--- config.mk ---
export PLATFORM = sky130hd
export DESIGN_NAME = traffic_light_ctrl
export DESIGN_NICKNAME = d
export VERILOG_FILES = /design/src/rtl/traffic_light_ctrl.sv
export SDC_FILE = /design/constraint.sdc
export NUM_CORES = 1
export LEC_CHECK = 0
export ABC_CLOCK_PERIOD_IN_PS = 1400
export CAP_MARGIN = 10
export CORE_AREA = 3 3 40 42
export CTS_CLUSTER_DIAMETER = 150
export DETAILED_ROUTE_END_ITERATION = 6
export DIE_AREA = 0 0 43 45
export DONT_BUFFER_PORTS = 1
export GPL_TIMING_DRIVEN = 0
export HOLD_SLACK_MARGIN = 0.03
export PLACE_DENSITY = 0.54
export SYNTH_ARGS = -nofsm -noshare
export SYNTH_HDL_FRONTEND = slang
export SYNTH_SLANG_ARGS = --single-unit
export TNS_END_PERCENT = 10
--- constraint.sdc ---
create_clock -name clk -period 1.4 [get_ports clk]
set_clock_uncertainty 0.15 [all_clocks]
set_input_delay 0.28 -clock clk [delete_from_list [all_inputs] [get_ports clk]]
set_output_delay 0.28 -clock clk [all_outputs]
set_load 0.005 [all_outputs]
--- src/rtl/traffic_light_ctrl.sv ---
// rtl/traffic_light_ctrl.sv - highway/farm-road light sequencer with car-sensor debounce; optional TRAFFIC_PED_WALK_EN
module traffic_light_ctrl #(
    parameter int CAR_SYNC_STAGES = 2,
    parameter int CAR_DEB         = 3
) (
    input  logic       clk,
    input  logic       rst,
    input  logic       c,
    input  logic       ts,
    input  logic       tl,
`ifdef TRAFFIC_PED_WALK_EN
    input  logic       ped_req,
    output logic       walk,
`endif
    output logic       st,
    output logic [1:0] hl,
    output logic [1:0] fl,
    output logic [1:0] state
);

    typedef enum logic [1:0] {
        HG = 2'b00,
        HY = 2'b01,
        FG = 2'b10,
        FY = 2'b11
    } state_t;

    localparam logic [1:0] LAMP_GREEN  = 2'b00;
    localparam logic [1:0] LAMP_YELLOW = 2'b01;
    localparam logic [1:0] LAMP_RED    = 2'b10;
    localparam int         CW          = (CAR_DEB < 2) ? 1 : $clog2(CAR_DEB + 1);

    state_t                   cur_state;
    state_t                   next_state;
    logic                     st_next;
    logic [1:0]               hl_next;
    logic [1:0]               fl_next;
    logic                     armed;
    logic                     adv_ok;
    logic [CAR_SYNC_STAGES-1:0] sync;
    logic                     car_s;
    logic [CW-1:0]            deb_cnt;
    logic                     car_q;
    logic                     ped_pend;

    assign car_s = sync[CAR_SYNC_STAGES-1];
    assign state = cur_state;

    // Sensor synchroniser followed by a consecutive-sample debounce on car_q.
    always_ff @(posedge clk) begin
        if (rst) begin
            sync    <= '0;
            deb_cnt <= '0;
            car_q   <= 1'b0;
        end else begin
            sync <= {sync[CAR_SYNC_STAGES-2:0], c};
            if (car_s == car_q) begin
                deb_cnt <= '0;
            end else if (deb_cnt == CW'(CAR_DEB - 1)) begin
                deb_cnt <= '0;
                car_q   <= ~car_q;
            end else begin
                deb_cnt <= deb_cnt + CW'(1);
            end
        end
    end

`ifdef TRAFFIC_PED_WALK_EN
    logic enter_fy;
    logic ped_pend_next;

    assign enter_fy      = st_next && (next_state == FY);
    assign ped_pend_next = ped_req | (ped_pend & ~enter_fy);

    always_ff @(posedge clk) begin
        if (rst) begin
            ped_pend <= 1'b0;
            walk     <= 1'b0;
        end else begin
            ped_pend <= ped_pend_next;
            walk     <= (next_state == FG) && ped_pend_next && !enter_fy;
        end
    end
`else
    assign ped_pend = 1'b0;
`endif

    // Timeouts seen in the st cycle or the one before arming belong to the previous phase.
    assign adv_ok = armed & ~st;

    always_comb begin
        next_state = cur_state;
        st_next    = 1'b0;
        hl_next    = LAMP_GREEN;
        fl_next    = LAMP_RED;
        case (cur_state)
            HG: begin
                if ((car_q | ped_pend) && tl && adv_ok) begin
                    next_state = HY;
                    st_next    = 1'b1;
                end
            end
            HY: begin
                if (ts && adv_ok) begin
                    next_state = FG;
                    st_next    = 1'b1;
                end
            end
            FG: begin
                if (((!car_q && !ped_pend) || tl) && adv_ok) begin
                    next_state = FY;
                    st_next    = 1'b1;
                end
            end
            FY: begin
                if (ts && adv_ok) begin
                    next_state = HG;
                    st_next    = 1'b1;
                end
            end
            default: begin
                next_state = HG;
                st_next    = 1'b1;
            end
        endcase

        case (next_state)
            HG:      begin hl_next = LAMP_GREEN;  fl_next = LAMP_RED;    end
            HY:      begin hl_next = LAMP_YELLOW; fl_next = LAMP_RED;    end
            FG:      begin hl_next = LAMP_RED;    fl_next = LAMP_GREEN;  end
            FY:      begin hl_next = LAMP_RED;    fl_next = LAMP_YELLOW; end
            default: begin hl_next = LAMP_GREEN;  fl_next = LAMP_RED;    end
        endcase
    end

    always_ff @(posedge clk) begin
        if (rst) begin
            cur_state <= HG;
            hl        <= LAMP_GREEN;
            fl        <= LAMP_RED;
            st        <= 1'b1;
            armed     <= 1'b0;
        end else begin
            cur_state <= next_state;
            hl        <= hl_next;
            fl        <= fl_next;
            st        <= st_next;
            armed     <= ~st_next;
        end
    end

endmodule
# Word-level counts from Yosys, hierarchy flattened
# Cells that the tools add are included.
# W data, S select, Z words.
[classes]
n_bitwise = 5
eq_ne = 8
n_reduce_logical = 13
addsub = 1
mux = 11
[ops]
columns = ["cell", "count"]
rows = [
  ["$pmux W2 S3", 2],
  ["$eq A2 B2 Y1 const B", 5],
  ["$mux W2", 4],
  ["$pmux W2 S4", 1],
  ["$reduce_or A2 Y1", 3],
  ["$eq A2 B1 Y1 const B", 2],
  ["$logic_and A1 B1 Y1", 4],
  ["$logic_not A2 Y1", 2],
  ["$not A1 Y1", 4],
  ["$mux W1", 3],
  ["$pmux W1 S3", 1],
  ["$reduce_or A3 Y1", 1],
  ["$add A2 B1 Y2 const B", 1],
  ["$reduce_and A2 Y1", 1],
  ["$and A1 B1 Y1", 1],
  ["$eq A1 B1 Y1", 1],
  ["$logic_not A1 Y1", 1],
  ["$logic_or A1 B1 Y1", 1],
]
[word_totals]
out_inout_bits = 7
ff_bits = 13

# Logic depth before layout (Yosys ltp)
[logic_depth]
word_depth = 8
ltp_mapped = 4
depth_no_buf = 4

# Worst setup path after synthesis
# Ideal clock, no wire load.
[synth_timing]
kind = "reg-to-reg"
from = "reg car_q"
to = "reg st"
setup_ns = 0.127
required_time_ns = 1.123
setup_slack_ns = 0.112
synth_period_minus_slack_ns = 1.288
stages_incl_launch_ff = 4
t_arrival_ns = 1.011
cell_sequence = "dfxtp_1 > mux2i_1 > nor2_1 > or3_1"
[synth_via]
elab_chain_len = 5
[synth_rtl]
columns = ["element", "line_no", "text"]
rows = [
  ["from (decl)", "43", "logic car_q;"],
  ["from (signal assigned)", "61", "car_q <= ~car_q;"],
  ["$logic_not A1 Y1", "110", "if (((!car_q && !ped_pend) || tl) && adv_ok) begin"],
  ["$logic_or A1 B1 Y1", "110", ""],
  ["$logic_and A1 B1 Y1", "110", ""],
  ["$mux W1", "110", ""],
  ["$pmux W1 S3 *", "96", "case (cur_state)"],
  ["to (signal assigned)", "147", "st <= st_next;"],
  ["to (decl)", "15", "output logic st,"],
]
# Every way passes the cells marked *; elsewhere a longest branch is shown, timed or not.
# A chain may end at the register's enable or synchronous reset.

# Worst setup path in the final report
# Ends and elaborated chain as after synthesis.

==> results.md <==
* Status: completed
* CP delay by family, top: simple AND/OR/NAND/NOR gates
* Die Width at about 43 um
* Final Hold Fails at 0
* HPWL after detailed placement at approximately 480 um
* Initial antenna violation count at 0
* Die area at between 0.0015 and 0.002 mm^2
* Vias in the first global route at 270
* WP data required at 1400 ps
* Area of the mapped netlist at 425.4 um^2
* Register area share after synthesis at 56.47%
* Via count at 279
* Drt drc at 0
* First-pass GRT wire length at 1.152 mm
* Later-pin clock latency in the skew report at 270 ps
* # nets final at 51
* 1st-pass router iterations at 3
* Post-Syn Nets at 44
* PwrDens at 1254 mW/mm^2
* Share of post-route cells with drive strength above 1 at between 20% and 30%
* Crit-path slowest cell: dfxtp_4
* CTS Root Cell: clkbuf_4
* Clock Path Buffers at 2
* Yosys warns at 0
* Endpoints failing setup at 0
* Fin crit period at between 1000 and 1500 ps
* Psw at about 0.12 mW
* Final worst-path cycle share at 94.60%
* Kind of critical path: flip-flop to flip-flop
* Initial drt markers at 4
* Cell breakdown of the critical path: mux2i_2 > nor2_1 > or3_1
* IO buf count at 0
* Grt total ovfl at 0
* Crit path max fanout at 3
* CTS clk-pin slew, worst paths at about 70 ps
* Syn avg cell area at between 10 and 15 um^2
* Flop pwr share at 54.8%
* Crit path launch type: flip-flop
* Most frequent cells after synthesis: dfxtp_1 (12), nor2_1 (6)
* Core ar. at roughly 0.0013 mm^2
* Hold Path Class: input pin to flip-flop
* Cells taking the most area after synthesis: dfxtp_1 (56%), nor2_1 (5.3%), mux2i_1 (4.7%), xnor2_1 (4.1%), a2bb2oi_2 (3.5%)
* Antenna cells at 0
* H-tree depth at 1
* Uppermost layer routed: met4
* Wl on met1 at 280 um
* Post-DP Area at 444.2 um^2
* MaxCap Viol Count at 0
* Total CTS buffers at 3
* Max Transition Viols Final at 0
* CTS tree: built
* Post-synth EDFFs at 0
* Num ports at 12
* Worst VDD drop at ~0.82 mV
* Post-synth ARST share at 0%
* Vias per cell at 4.729
* Routed met3 length at about 58 um
* Die height at 45 um
* Type of destination of the critical path: flip-flop
* Top_reg_cell synth: dfxtp_1
* Fmax at 755.1 MHz
* Sink Count at 12
* Design area at 509.2 um^2
* Mapped Cells at 38
* WL/cell at about 11 um
* Worst EP arrival at 1320 ps
* Synth area leader: dfxtp_1
* Routed wire length at 669 um
* CP peak stage delay at 370 ps
* Clock power frac at 41.8%
* Setup TNS at 0 ps
* Worst-Margin Slew at just over 400 ps
* RSZ-0062 raised after global routing: no
* Buf+Inv Stages, Crit Path at 0
* Slew headroom at 72.78%
* Initial Utilization at 33.11%
* Combinational fraction of design power at approximately 3.4%
* Routability Congestion at between 0.7 and 0.8
* Switching share of power at 19.02%
* Antenna viol nets, final at 0
* FF+latch count, synth at 12
* Metal2 WL at 321 um
* Top-count cell post-synth: dfxtp_1
* Cell Int Power at 0.5170 mW
* Leakage at 0.1861 nW
* Gr usage total at between 8 and 9%
* Largest net degree at the start of global routing at 11
* Area grow syn2layout at 19.71%
* Rows at 13
* Synth cell types at 17
* Post-synth top area share at a little under three fifths
-- layout by cell type, fill, tap and decap left out, drive strengths merged, types with 2 or more instances in the layout --
| master | n |
|---|---|
| or3 | 2 |
| mux2i | 2 |
| dlygate4sd3 | 2 |
| xnor2 | 2 |
| nor3 | 2 |
| nor2b | 2 |
| dfxtp | 12 |
| nor2 | 6 |
| clkbuf | 5 |
-- metrics by stage --
step                utilization [%]  setup WS (ps)  power, mW  hold slack [ps]  std cells
CTS                           38.95          10.33     0.6489            131.4         59
finish                        39.63          75.62     0.6385            134.0         59
detailed placement            34.57          33.52     0.3775            259.6         53
global placement              34.57          59.90     0.3762            247.5         53
global route                  39.63          8.049     0.6773            141.8         59
floorplan                         -          112.0     0.3741            241.2         38
-- layout make-up --
type                       count  area [um^2]
tap                           15        18.77
timing repair buffer           2        20.02
fill                         124        775.7
clock buffer                   4        36.28
sequential                    12        245.2
multi-input combinational     23        173.9
buffer                         2        11.26
inverter                       1        3.754
-- cell families (layout without fill, tap and decap cells) --
kind of cell / Yosys count / count (layout) / synth area share (%)
buffers and inverters: 3 / 9 / 3.528
multiplexers: 2 / 2 / 4.706
XOR/XNOR: 2 / 2 / 4.118
AND/OR/NAND/NOR: 17 / 17 / 24.71
flip-flops: 12 / 12 / 56.47
adder cells (fa/ha/maj): 1 / 1 / 2.941
AO/OA/AOI/OAI: 1 / 1 / 3.528
-- sequential cells by signal (all words and copies together) (netlist names) --
signal,count
deb_cnt,2
fl,2
hl,2
sync,2
armed,1
car_q,1
st,1
state,1
-- power groups by stage --
stage                     clock, mW  combinational, mW  sequential, mW
after floorplan                   0             0.0152           0.359
after global routing          0.303             0.0237           0.351
after detailed placement          0             0.0176           0.360
final                         0.267             0.0217           0.350
after global placement            0             0.0167           0.360
after CTS                     0.275             0.0219           0.352
-- worst paths after layout --
check	startpoint	endpoint	slack, ps	cells past startpoint
setup / recovery	car_q	st	80	3
hold / removal	ts	state[0]	130	3
setup reg to reg	car_q	st	80	3
hold reg to reg	deb_cnt[0]	deb_cnt[0]	270	1
-- timing repair --
item / 4_1_cts / 5_1_grt
resized for setup: 0 / 4
buffers inserted: 0 / 0
hold endpoints to repair: 3 / 0
hold buffers: 2 / 0
endpoints found under the setup margin: 0 / 1
-- metal layers --
layer / track usage (%) / vias to the layer above
met3: 7.171 / 2
met2: 13.47 / 9
met4: 3.614 / 0
li1: - / 138
met5: 0 / -
met1: 8.537 / 130
-- worst register-to-register path, delay by kind of cell, from the launching register on --
kind             cells  cell delay [ps]
muxes                1              240
DFF                  1              370
and+or+nand+nor      2              440
No activity file was read; power rests on OpenSTA's default activity.
